===== src/rtl/dcmac_reset_sequencer.sv =====
// -----------------------------------------------------------------------------
// dcmac_reset_sequencer
//
// Initiator side of the GT reset handshake for the dual-port 100GbE DCMAC.
// Issues the power-on full GT reset, per-port RX datapath resets on request,
// watches the (already synchronized) reset-done status with a timeout,
// retries the full sequence a bounded number of times and parks in FAIL.
//
// Ports
//   s_axi_clk                  in   sole clock
//   resetn                     in   synchronous active-low reset
//   start                      in   pulse: full GT reset, clear retries/error
//   rx_reset_req[1:0]          in   per-port pulse: RX datapath reset request
//   gt_tx_reset_done[1:0]      in   per-port TX reset done (s_axi_clk domain)
//   gt_rx_reset_done[1:0]      in   per-port RX reset done (s_axi_clk domain)
//   user_gt_reset_all          out  full GT reset request
//   user_gt_reset_rx_datapath  out  per-port RX datapath reset request
//   busy                       out  sequence in progress
//   ready                      out  both ports up, idling in READY
//   error                      out  sticky failure flag
//   retry_count[3:0]           out  full-sequence retries since start/reset
//   state[2:0]                 out  FSM state for debug
//
// All outputs come straight from flops; next-state logic is in one
// always_comb and every register (state and outputs) in one always_ff.
// -----------------------------------------------------------------------------
module dcmac_reset_sequencer #(
    parameter int RESET_CYCLES   = 100,
    parameter int TIMEOUT_CYCLES = 1_000_000,
    parameter int MAX_RETRIES    = 3,
    parameter bit AUTO_START     = 1'b1
) (
    input  logic       s_axi_clk,
    input  logic       resetn,
    input  logic       start,
    input  logic [1:0] rx_reset_req,
    input  logic [1:0] gt_tx_reset_done,
    input  logic [1:0] gt_rx_reset_done,
    output logic       user_gt_reset_all,
    output logic [1:0] user_gt_reset_rx_datapath,
    output logic       busy,
    output logic       ready,
    output logic       error,
    output logic [3:0] retry_count,
    output logic [2:0] state
);

    localparam int HOLD_W = $clog2(RESET_CYCLES) + 1;
    localparam int TMO_W  = $clog2(TIMEOUT_CYCLES) + 1;

    localparam logic [HOLD_W-1:0] HOLD_LAST = HOLD_W'(RESET_CYCLES - 1);
    localparam logic [TMO_W-1:0]  TMO_LAST  = TMO_W'(TIMEOUT_CYCLES);

    typedef enum logic [2:0] {
        S_IDLE         = 3'd0,
        S_ASSERT_ALL   = 3'd1,
        S_WAIT_TX      = 3'd2,
        S_WAIT_RX      = 3'd3,
        S_READY        = 3'd4,
        S_RX_RESET     = 3'd5,
        S_WAIT_RX_PORT = 3'd6,
        S_FAIL         = 3'd7
    } state_e;

    state_e            state_q, state_d;
    logic [HOLD_W-1:0] hold_q, hold_d;
    logic [TMO_W-1:0]  tmo_q, tmo_d;
    logic [3:0]        retry_q, retry_d;
    logic              error_q, error_d;
    logic [1:0]        seen_tx_q, seen_tx_d;
    logic [1:0]        seen_rx_q, seen_rx_d;
    logic [1:0]        pmask_q, pmask_d;

    logic              rst_all_q;
    logic [1:0]        rst_rx_q;
    logic              busy_q;
    logic              ready_q;

    logic [1:0]        qual_tx, qual_rx;
    logic              tmo_hit;
    logic              go_all;

    // A done bit only counts once it has been seen low since the reset was
    // issued; a done left high from before the reset is ignored.
    assign qual_tx = gt_tx_reset_done & seen_tx_q;
    assign qual_rx = gt_rx_reset_done & seen_rx_q;
    assign tmo_hit = (tmo_q == TMO_LAST);

    always_comb begin
        state_d   = state_q;
        hold_d    = hold_q;
        tmo_d     = tmo_q;
        retry_d   = retry_q;
        error_d   = error_q;
        seen_tx_d = seen_tx_q;
        seen_rx_d = seen_rx_q;
        pmask_d   = pmask_q;
        go_all    = 1'b0;

        // seen_low tracking windows
        if (state_q == S_ASSERT_ALL || state_q == S_WAIT_TX || state_q == S_WAIT_RX) begin
            seen_tx_d = seen_tx_q | ~gt_tx_reset_done;
            seen_rx_d = seen_rx_q | ~gt_rx_reset_done;
        end else if (state_q == S_RX_RESET || state_q == S_WAIT_RX_PORT) begin
            seen_rx_d = seen_rx_q | ~gt_rx_reset_done;
        end

        case (state_q)
            S_IDLE: begin
                if (AUTO_START) go_all = 1'b1;
            end

            S_ASSERT_ALL, S_RX_RESET: begin
                if (hold_q == HOLD_LAST) begin
                    state_d = (state_q == S_ASSERT_ALL) ? S_WAIT_TX : S_WAIT_RX_PORT;
                end else begin
                    hold_d = hold_q + HOLD_W'(1);
                end
            end

            S_WAIT_TX, S_WAIT_RX, S_WAIT_RX_PORT: begin
                // Qualification wins over a timeout sampled on the same edge.
                if (state_q == S_WAIT_TX && (&qual_tx)) begin
                    state_d = S_WAIT_RX;
                    tmo_d   = tmo_q + TMO_W'(1);
                end else if (state_q == S_WAIT_RX && (&qual_rx)) begin
                    state_d = S_READY;
                end else if (state_q == S_WAIT_RX_PORT && ((qual_rx & pmask_q) == pmask_q)) begin
                    state_d = S_READY;
                end else if (tmo_hit) begin
                    // A port-level timeout escalates to a full retry as well.
                    if (int'(retry_q) < MAX_RETRIES) begin
                        retry_d = (retry_q == 4'hF) ? retry_q : retry_q + 4'd1;
                        go_all  = 1'b1;
                    end else begin
                        state_d = S_FAIL;
                        error_d = 1'b1;
                    end
                end else begin
                    tmo_d = tmo_q + TMO_W'(1);
                end
            end

            S_READY: begin
                if (rx_reset_req != 2'b00) begin
                    pmask_d   = rx_reset_req;
                    state_d   = S_RX_RESET;
                    hold_d    = '0;
                    tmo_d     = '0;
                    seen_rx_d = 2'b00;
                end
            end

            default: ; // S_FAIL: wait for start
        endcase

        // start overrides anything decided above, including a pending
        // rx_reset_req in READY and a running hold count.
        if (start) begin
            retry_d = 4'd0;
            error_d = 1'b0;
            go_all  = 1'b1;
        end

        if (go_all) begin
            state_d   = S_ASSERT_ALL;
            hold_d    = '0;
            tmo_d     = '0;
            seen_tx_d = 2'b00;
            seen_rx_d = 2'b00;
        end
    end

    always_ff @(posedge s_axi_clk) begin
        if (!resetn) begin
            state_q   <= S_IDLE;
            hold_q    <= '0;
            tmo_q     <= '0;
            retry_q   <= 4'd0;
            error_q   <= 1'b0;
            seen_tx_q <= 2'b00;
            seen_rx_q <= 2'b00;
            pmask_q   <= 2'b00;
            rst_all_q <= 1'b0;
            rst_rx_q  <= 2'b00;
            busy_q    <= 1'b0;
            ready_q   <= 1'b0;
        end else begin
            state_q   <= state_d;
            hold_q    <= hold_d;
            tmo_q     <= tmo_d;
            retry_q   <= retry_d;
            error_q   <= error_d;
            seen_tx_q <= seen_tx_d;
            seen_rx_q <= seen_rx_d;
            pmask_q   <= pmask_d;
            // Outputs are decoded from the next state so they line up with
            // state_q in the same cycle while still being flop outputs.
            rst_all_q <= (state_d == S_ASSERT_ALL);
            rst_rx_q  <= (state_d == S_RX_RESET) ? pmask_d : 2'b00;
            busy_q    <= !(state_d == S_IDLE || state_d == S_READY || state_d == S_FAIL);
            ready_q   <= (state_d == S_READY);
        end
    end

    assign user_gt_reset_all         = rst_all_q;
    assign user_gt_reset_rx_datapath = rst_rx_q;
    assign busy                      = busy_q;
    assign ready                     = ready_q;
    assign error                     = error_q;
    assign retry_count               = retry_q;
    assign state                     = state_q;

endmodule


===== config.mk =====
export PLATFORM = sky130hd
export DESIGN_NAME = dcmac_reset_sequencer
export DESIGN_NICKNAME = d
export VERILOG_FILES = /design/src/rtl/dcmac_reset_sequencer.sv
export SDC_FILE = /design/constraint.sdc
export NUM_CORES = 1
export LEC_CHECK = 0
export ABC_AREA = 1
export CAP_MARGIN = 20
export CORE_MARGIN = 5
export CORE_UTILIZATION = 30
export DETAILED_ROUTE_END_ITERATION = 12
export GPL_ROUTABILITY_DRIVEN = 0
export MAX_ROUTING_LAYER = met4
export PLACE_DENSITY = 0.49
export SETUP_SLACK_MARGIN = 0.05
export SYNTH_ARGS = -nofsm -noshare
export SYNTH_HDL_FRONTEND = slang
export SYNTH_SLANG_ARGS = --single-unit

===== constraint.sdc =====
create_clock -name s_axi_clk -period 4.85 [get_ports s_axi_clk]
set_input_delay 0.7275 -clock s_axi_clk [delete_from_list [all_inputs] [get_ports s_axi_clk]]
set_output_delay 0.7275 -clock s_axi_clk [all_outputs]
set_load 0.02 [all_outputs]

==> qor.yml, run 1 <==
clock_network:
  cts_buffer_depth: 2
  ctsResizeCount: 0
  numCtsBuffers: 5
  cts_sinks: 48
  clockRootBuffer: "clkbuf_8"
  clkSlewWorstSetupHoldPaths_ps: 100
  clock_latency_ps: 310
  cts_tree: "yes"
  hold_buffers: 0
  cts_setup_buffers: 0
  cts_htree_levels: 2
die:
  die_h_um: 108
  ios: 22
  die_area_um2: 11600
  coreArea_um2: 9280
  start_util_pct: 30.8
  rows: 35
  die_x_um: 108
detailed_routing:
  drtIter0Drc: 104
  dr.pass1.iters: 4
  ant_nets: 0
  wl_per_cell_um: 12.5
  dr_total_vias: 2636
  wl_mm: 7.19
  via_per_inst: 4.60
  drc: 0
global_route:
  grt_antenna_before_repair: 0
  grt_max_degree: 22
  overflow: 0
  grtUsageMet1_pct: 16.8
  grt_pass1_wl_mm: 12.3
  met2_usage_pct: 21.8
  grt.busiest_layer: "met2"
  grt_usage_pct: 13.3
  grt_pass1_vias: 2618
  grt_use_met3_pct: 2.64
sta:
  finalSetupViolations: 0
  tightest_slew_ps: 718
  skew_ps: 9.50
  min_period_over_period_pct: 55.7
  rsz0062_at_grt: "false"
  max-slew-margin-rel_pct: 51.7
  period_needed_ps: 2700
  timing.fmax_mhz: 370
  slew_violations: 0
  hold_violations: 0
  setup-tns-final_ps: 0
flow_run:
  drv_cap: 0
power_and_ir_drop:
  p_sw_share_pct: 24.9
  power_frac_seq_pct: 56.3
  internal-power_uw: 532
  p_clk_share_pct: 38.0
  powerDensity_nw_per_um2: 217
  p_sw_uw: 177
  leakage_uw: 0.00115
  power_frac_comb_pct: 5.6
  vdd_drop_max_mv: 0.101
logic_synthesis:
  synthDistinctLibCells: 39
  avgSynthCellArea_um2: 6.74
  synth.cell_area_um2: 2860
  syn_inst: 425
  synthMostInstantiatedCell: "nand2_1"
  ys.flop_type: "dfxtp_1"
  yosysTopAreaCell: "dfxtp_1"
  synth_edf_count: 0
  synth_warnings: 0
  yosys-top-cells-area: "dfxtp_1 34%, nand2_1 14%, nor2_1 8.7%"
  ys_ff_latch: 48
  yosysSeqAreaShare_pct: 33.6
  synth-async-reset-ratio_pct: 0
  synth_nets: 438
  synth_top_area_share_pct: 33.6
  synthTopCellsByCount: "106 x nand2_1, 66 x nor2_1, 48 x dfxtp_1"
worst_hold_path:
  hold_end: "retry_count[3]$_SDFFE_PP0P_"
  holdCritStartpoint: "retry_count[3]$_SDFFE_PP0P_"
  hold_path_class: "reg -> reg"
  hold_depth: 2
finish:
  n_antenna_cell: 0
  area_growth_pct: 13.9
  nFillCells: 1052
  fin_nets: 456
  final-instance-count-excl-fill: 573
  drive_gt1_share_pct: 10.8
setup_path:
  cp-start-kind: "input port"
  timing.rr.end: "tmo_q[9]$_SDFFE_PP0P_"
  cp.required_ps: 5100
  worstPathArrival_ps: 2950
  rr_worst_depth: 12
  crit_type: "in -> reg"
  r2r-start: "tmo_q[0]$_SDFFE_PP0P_"
  regToRegSetupSlack_ps: 2310
  critPathMaxFanout: 20
  cp-end-kind: "flop"
place:
  dp_hpwl_mm: 5.44
  portBuffers: 21
  dp.cells: 565
outcome:
  outcome: "complete, no violations"
-- worst max-delay path, stage by stage --
cell and delay, ps:
clkdlybuf4s50_1 480, nand2_1 80, inv_1 50, nand2_1 60, nor2_2 170, nor2_2 110, nand4_4 130, nand3_2 510
nor2_1 330, nand3_1 170, nor2_1 120
-- area by class of cell --
class / count / area [µm²] / share of cell area [%]
inverters: 52 / 195 / 5.98
multi-input cells: 315 / 1630 / 50.1
clock inverters: 2 / 17.5 / 0.537
flip-flops and latches: 48 / 961 / 29.5
clock buffers: 6 / 82.6 / 2.53
repair buffers: 21 / 210 / 6.44
well taps: 129 / 161 / 4.95
-- registers in the layout, indices dropped and copies added (netlist names) --
signal,flops
retry_count,4
error,1
tmo_q,21
state,3
user_gt_reset_all,1
user_gt_reset_rx_datapath,2
hold_q,8
seen_rx_q,2
ready,1
pmask_q,2
seen_tx_q,2
busy,1
-- routing by layer --
metal / vias up / wire (µm)
met1: 1188 / 3580
met4: 0 / 76
met5: - / 0
met3: 7 / 241
met2: 44 / 3290
li1: 1397 / -
-- worst max-delay path by stage --
stage,startpoint,end,slack [ps]
2_1_floorplan,gt_rx_reset_done[0],state[1]$_SDFF_PN0_,3010
3_3_place_gp,gt_rx_reset_done[0],user_gt_reset_rx_datapath[0]$_SDFF_PN0_,1870
3_5_place_dp,gt_rx_reset_done[0],user_gt_reset_rx_datapath[0]$_SDFF_PN0_,1850
4_1_cts,gt_rx_reset_done[0],user_gt_reset_rx_datapath[1]$_SDFF_PN0_,2160
5_1_grt,gt_tx_reset_done[1],tmo_q[9]$_SDFFE_PP0P_,1950
6_report,gt_rx_reset_done[0],user_gt_reset_rx_datapath[1]$_SDFF_PN0_,2150
-- metrics by stage --
stage | total power (µW) | instance area, µm² | worst slack [ps] | hold slack (ps) | util, %
2_1_floorplan | 431 | 2860 | 3010 | 431 | -
3_3_place_gp | 449 | 3160 | 1870 | 433 | 34.1
3_5_place_dp | 449 | 3160 | 1850 | 442 | 34.1
4_1_cts | 725 | 3260 | 2160 | 459 | 35.1
5_1_grt | 740 | 3260 | 1950 | 477 | 35.1
6_report | 709 | 3260 | 2150 | 452 | 35.1
-- cell families (layout without fill, tap and decap cells) --
group / after synthesis / count (layout) / synth area share, %
AOI/OAI and AO/OA: 49 / 49 / 11.3
xor gates and xnor gates: 10 / 10 / 3.06
and+or+nand+nor: 252 / 252 / 41.0
adders and majority gates: 4 / 4 / 1.75
buffers and inverters: 62 / 81 / 9.35
DFF: 48 / 48 / 33.6
-- layout by cell type, fill, tap and decap left out --
cell             instances
nand2_1                106
nand3_1                 33
nand4_1                  8
o21ai_1                  1
dfxtp_1                 48
and2_1                   1
nor3_1                  16
nor2_1                  66
clkdlybuf4s50_1         21
nor2_8                   1
xor2_1                   8
nand2_4                  1
ha_1                     4
nand4_4                  1
clkbuf_8                 6
inv_6                    2
a41oi_1                  1
xnor2_1                  2
nor2_2                   4
inv_2                    7
nor4_1                   1
nor3_2                   3
nand3_4                  1
nand2_2                  1
o211a_1                  2
o211ai_1                 1
o21ai_0                  7
a21boi_0                 2
inv_1                   45
a21oi_1                 19
nor2_4                   3
nor3b_1                  2
nor4_2                   1
a21oi_2                 11
or2_2                    1
o21ai_2                  3
o21bai_1                 2
nand3_2                  2
-- power by group through the flow --
stage	sequential [µW]	clock [µW]	combinational, µW
after global routing	400	296	44.5
after floorplan	410	0	21.2
after global placement	408	0	40.4
final	399	270	39.9
after CTS	399	285	40.5
after detailed placement	408	0	40.2
No activity file was read; power rests on OpenSTA's default activity.
==> inputs of run 2 (changes only) <==
==> constraint.sdc (replaced) <==
create_clock -name s_axi_clk -period 2.6 [get_ports s_axi_clk]
set_input_delay 0.39 -clock s_axi_clk [delete_from_list [all_inputs] [get_ports s_axi_clk]]
set_output_delay 0.39 -clock s_axi_clk [all_outputs]
set_load 0.02 [all_outputs]
==> run 2 against run 1 <==
  * Clock skew is 1.5 ps lower
  * Sequential power is 87% higher
  * Die area stayed put
  * Hold slack worse by 5.8 ps
  * Via count is 0.15% higher
  * Global-route usage is 0.55 points higher
  * Register-to-register slack worse by 1800 ps
  * Power is 85% higher
  * Worst setup slack worse by 1600 ps
  * Routed wire length is 0.78% higher
  * Largest cell class unchanged
==> qor.yml, run 2 (same netlist as run 1, synthesis figures left out) <==
outcome:
  outcome: "complete, no violations"
global_route:
  grt_pass1_vias: 2622
  grt_usage_pct: 13.9
  grt_pass1_wl_mm: 12.7
  overflow: 0
  grt_max_degree: 22
  grt_antenna_before_repair: 0
detailed_routing:
  dr_total_vias: 2640
  wl_mm: 7.24
  drc: 0
  via_per_inst: 4.59
  drtIter0Drc: 84
  ant_nets: 0
  wl_per_cell_um: 12.6
  dr.pass1.iters: 4
clock_network:
  cts_sinks: 48
  ctsResizeCount: 0
  cts_htree_levels: 2
  hold_buffers: 0
  cts_tree: "yes"
  clock_latency_ps: 310
  clockRootBuffer: "clkbuf_8"
  cts_setup_buffers: 0
  clkSlewWorstSetupHoldPaths_ps: 90
  numCtsBuffers: 5
  cts_buffer_depth: 2
power_and_ir_drop:
  powerDensity_nw_per_um2: 400
  leakage_uw: 0.00115
  p_total_uw: 1310
  vdd_drop_max_mv: 0.159
sta:
  tightest_slew_ps: 555
  finalSetupViolations: 0
  hold_ws_ps: 446
  skew_ps: 8.02
  hold_violations: 0
  period_needed_ps: 2090
  min_period_over_period_pct: 80.5
  timing.fmax_mhz: 478
  max-slew-margin-rel_pct: 62.7
  slew_violations: 0
  setup-tns-final_ps: 0
  rsz0062_at_grt: "false"
setup_path:
  regToRegSetupSlack_ps: 510
  cp.required_ps: 2840
  cpPeakStageDelay_ps: 610
  worst_path_max_delay_cell: "dfxtp_1"
  crit_type: "reg -> reg"
  worstPathCellList: "inv_1, nor3_1, a21oi_2, nand4_4, nand3_2, buf_4, a21oi_1"
  cp-end-kind: "flop"
  critPathMaxFanout: 13
  r2r-start: "state[1]$_SDFF_PN0_"
  rr_worst_depth: 7
  cp-start-kind: "flop"
  worstPathArrival_ps: 2340
  timing.rr.end: "tmo_q[14]$_SDFFE_PP0P_"
die:
  die_area_um2: 11600
  rows: 35
  ios: 22
  die_x_um: 108
  coreArea_um2: 9280
  die_h_um: 108
  start_util_pct: 30.8
finish:
  n_antenna_cell: 0
  largest_register_ffs: 21
  multiInputGateArea_um2: 1630
  fin_nets: 458
  most-common-layout-cells: "106 x nand2_1, 66 x nor2_1, 48 x dfxtp_1"
  fin_util_pct: 35.3
  area_growth_pct: 14.3
  seqCellArea_um2: 961
  nFillCells: 1030
  drive_gt1_share_pct: 11.2
  layout_commonest_cell: "nand2_1"
  regMostFlops: "tmo_q"
  fin_area_um2: 3270
worst_hold_path:
  hold_path_class: "reg -> reg"
  holdCritStartpoint: "retry_count[3]$_SDFFE_PP0P_"
  hold_depth: 2
  hold_end: "retry_count[3]$_SDFFE_PP0P_"
place:
  portBuffers: 21
  place_area_um2: 3180
  dp_hpwl_mm: 5.55
flow_run:
  drv_cap: 0
==> run 2: power by group <==
part / switching, µW / total, µW / internal (µW)
clock: 272 / 490 / 218
sequential: 5.04 / 745 / 740
combinational: 44.1 / 74.3 / 30.2
total: 321 / 1310 / 988
==> run 2: final cells by class <==
type / instances / area share [%]
multi-input cells: 315 / 49.9
flip-flops and latches: 48 / 29.4
repair buffers: 23 / 6.88
inverters: 52 / 5.96
well taps: 129 / 4.93
clock buffers: 6 / 2.52
clock inverters: 2 / 0.420
==> run 2: critical path: cells and delay by family (launching register included) <==
kind                   cells  cell delay, ps
AND/OR/NAND/NOR            3             700
buffers and inverters      2             420
flip-flops                 1             610
AO/OA/AOI/OAI              2             290
==> run 2: worst max-delay path by stage <==
stage | start | end | slack (ps)
after CTS | state[1]$_SDFF_PN0_ | tmo_q[13]$_SDFFE_PP0P_ | 470
after global placement | gt_rx_reset_done[0] | tmo_q[13]$_SDFFE_PP0P_ | 390
after global routing | state[1]$_SDFF_PN0_ | user_gt_reset_rx_datapath[1]$_SDFF_PN0_ | 250
after floorplan | state[2]$_SDFF_PN0_ | state[1]$_SDFF_PN0_ | 880
final | state[1]$_SDFF_PN0_ | tmo_q[14]$_SDFFE_PP0P_ | 510
after detailed placement | gt_rx_reset_done[0] | tmo_q[12]$_SDFFE_PP0P_ | 350
==> run 2: through the flow <==
stage | cells | setup WS, ps
finish | 575 | 508
global route | 575 | 253
CTS | 575 | 467
detailed placement | 567 | 348
global placement | 567 | 386
floorplan | 425 | 881
==> run 2: layer usage <==
| layer | global-route usage (%) | vias to the layer above | part of all wire (%) |
|---|---|---|---|
| li1 | - | 1407 | - |
| met1 | 18.4 | 1175 | 50 |
| met2 | 21.5 | 45 | 45 |
| met3 | 2.52 | 13 | 3.0 |
| met4 | 4.06 | 0 | 1.9 |
| met5 | - | - | 0 |
==> inputs of run 3 (changes only) <==
--- a/config.mk
+++ b/config.mk
@@ -12,7 +12,7 @@
 export DETAILED_ROUTE_END_ITERATION = 12
 export GPL_ROUTABILITY_DRIVEN = 0
 export MAX_ROUTING_LAYER = met4
-export PLACE_DENSITY = 0.49
+export PLACE_DENSITY = 0.5
 export SETUP_SLACK_MARGIN = 0.05
 export SYNTH_ARGS = -nofsm -noshare
 export SYNTH_HDL_FRONTEND = slang
==> constraint.sdc (replaced) <==
create_clock -name s_axi_clk -period 1.8 [get_ports s_axi_clk]
set_input_delay 0.27 -clock s_axi_clk [delete_from_list [all_inputs] [get_ports s_axi_clk]]
set_output_delay 0.27 -clock s_axi_clk [all_outputs]
set_load 0.02 [all_outputs]
==> run 3 against run 2 <==
  * Clock power increased by 89%
  * Worst setup slack got worse by 470 ps
  * Core utilization increased by 8.8 points
  * Combinational power increased by 70%
  * Sequential share of layout area decreased by 5.4 points
  * Count of clock-buffer cells in the layout decreased by 1
  * Hold slack improved by 7.1 ps
  * Sequential cell count unchanged
  * Routed wire length increased by 10%
  * Largest power group unchanged
==> qor.yml, run 3 (same netlist as run 1, synthesis figures left out) <==
outcome:
  outcome: "complete, no violations"
finish:
  area_growth_pct: 42.9
  multiInputGateArea_um2: 1900
  regMostFlops: "tmo_q"
  most-common-layout-cells: "86 x nand2_1, 59 x nor2_1, 45 x buf_4"
  largest_register_ffs: 21
  nFillCells: 974
  seqCellArea_um2: 978
  fin_area_um2: 4090
  fin_nets: 511
  n_antenna_cell: 0
  layout_commonest_cell: "nand2_1"
  drive_gt1_share_pct: 32.9
global_route:
  grt_antenna_before_repair: 0
  grt_usage_pct: 14.6
  overflow: 0
  grt_max_degree: 15
  grt_pass1_vias: 2872
  grt_pass1_wl_mm: 13.3
setup_path:
  critPathBufInv: 3
  r2r-start: "tmo_q[1]$_SDFFE_PP0P_"
  worstPathCellList: "inv_2, ha_4, nand2_2, nor2_2, nand3_2, nor2_4, o21ai_2, nand3_4, buf_12, buf_12, nand2_4, a21oi_2"
  cp.required_ps: 2030
  path_delay_family: "simple AND/OR/NAND/NOR gates"
  cp-start-kind: "flop"
  worst_path_max_delay_cell: "dfxtp_2"
  cp_common_cell: "buf_12"
  regToRegSetupSlack_ps: 40
  crit_type: "reg -> reg"
  timing.rr.end: "tmo_q[20]$_SDFFE_PP0P_"
  rr_worst_depth: 12
  cp-end-kind: "flop"
  critPathMaxFanout: 8
  cpPeakStageDelay_ps: 330
  worstPathArrival_ps: 1990
sta:
  min_period_over_period_pct: 97.8
  tightest_slew_ps: 495
  slew_violations: 0
  rsz0062_at_grt: "true"
  fin_ws_ps: 40.4
  timing.fmax_mhz: 568
  hold_violations: 0
  period_needed_ps: 1760
  max-slew-margin-rel_pct: 67.0
  skew_ps: 8.54
  finalSetupViolations: 0
  setup-tns-final_ps: 0
detailed_routing:
  dr_total_vias: 2963
  via_per_inst: 4.73
  wl_per_cell_um: 12.7
  dr.pass1.iters: 4
  wl_mm: 7.99
  drtIter0Drc: 100
  ant_nets: 0
  drc: 0
place:
  portBuffers: 21
  dp_slack_ps: -179
  dp_hpwl_mm: 6.03
  place_area_um2: 3550
flow_run:
  drv_cap: 0
die:
  die_x_um: 108
  die_area_um2: 11600
  coreArea_um2: 9280
  ios: 22
  start_util_pct: 30.8
  rows: 35
  die_h_um: 108
clock_network:
  cts_htree_levels: 2
  clock_latency_ps: 300
  numCtsBuffers: 5
  cts_buffer_depth: 2
  cts_tree: "yes"
  cts_sinks: 48
  clockRootBuffer: "clkbuf_8"
  clkSlewWorstSetupHoldPaths_ps: 90
worst_hold_path:
  hold_depth: 2
  hold_path_class: "reg -> reg"
  holdCritStartpoint: "retry_count[3]$_SDFFE_PP0P_"
  hold_end: "retry_count[3]$_SDFFE_PP0P_"
power_and_ir_drop:
  leakage_uw: 0.00159
  vdd_drop_max_mv: 0.344
  powerDensity_nw_per_um2: 519
run 3: changes by cell type in the layout (fill, tap and decap cells not counted), sizes merged, moves of 2 or more:
cell / before / now
dlymetal6s2s: 0 / 2
buf: 2 / 55
clkdlybuf4s50: 21 / 18
bufinv: 0 / 2
run 3: report_power, final:
group          internal, µW  switching, µW  total, µW
Sequential             1070           6.31       1070
Clock                   547            377        924
Combinational          53.7           72.6        126
Total                  1670            456       2120
run 3: repair_timing:
item / in CTS / in global routing
buffers inserted: 5 / 4
pin swaps: 7 / 28
gates resized for setup: 25 / 71
cloned: 1 / 0
endpoints found under the setup margin: 24 / 43
hold buffers: 0 / 0
run 3: metrics by stage:
| stage | hold WS [ps] | std cells | utilization (%) | power, µW |
|---|---|---|---|---|
| floorplan | 392 | 425 | - | 1160 |
| global placement | 436 | 610 | 38.2 | 1220 |
| detailed placement | 440 | 610 | 38.2 | 1220 |
| CTS | 453 | 623 | 41.2 | 2150 |
| global route | 497 | 627 | 44.1 | 2200 |
| finish | 454 | 627 | 44.1 | 2120 |
run 3: how the worst max path moves through the flow:
stage	from	endpoint	slack [ps]	cells after the start
3_3_place_gp	gt_tx_reset_done[1]	tmo_q[16]$_SDFFE_PP0P_	-130	10
6_report	tmo_q[1]$_SDFFE_PP0P_	tmo_q[20]$_SDFFE_PP0P_	40	12
3_5_place_dp	gt_tx_reset_done[1]	tmo_q[13]$_SDFFE_PP0P_	-180	10
5_1_grt	tmo_q[1]$_SDFFE_PP0P_	tmo_q[20]$_SDFFE_PP0P_	-80	12
4_1_cts	tmo_q[1]$_SDFFE_PP0P_	tmo_q[2]$_SDFFE_PP0P_	10	12
2_1_floorplan	state[2]$_SDFF_PN0_	state[1]$_SDFF_PN0_	80	10
run 3: metal layers:
layer | share of wire [%] | global-route usage [%] | vias to the layer above
met5 | 0 | - | -
met4 | 2.3 | 5.05 | 0
met3 | 2.7 | 2.52 | 15
met2 | 48 | 23.9 | 51
met1 | 47 | 18.1 | 1386
li1 | - | - | 1511
run 3: layout make-up:
| cell class | instances | share of cell area (%) |
|---|---|---|
| multi-input combinational | 315 | 46.5 |
| sequential | 48 | 23.9 |
| timing repair buffer | 76 | 17.7 |
| inverter | 52 | 4.83 |
| tap | 129 | 3.94 |
| clock buffer | 5 | 1.68 |
| clock inverter | 2 | 1.47 |
run 3: worst register-to-register path: stages (launching register included):
cell     delay (ps)
dfxtp_2         330
inv_2            70
ha_4            150
nand2_2          50
nor2_2          100
nand3_2          90
nor2_4          170
o21ai_2         110
nand3_4         150
buf_12          150
buf_12          150
nand2_4          60
a21oi_2         110
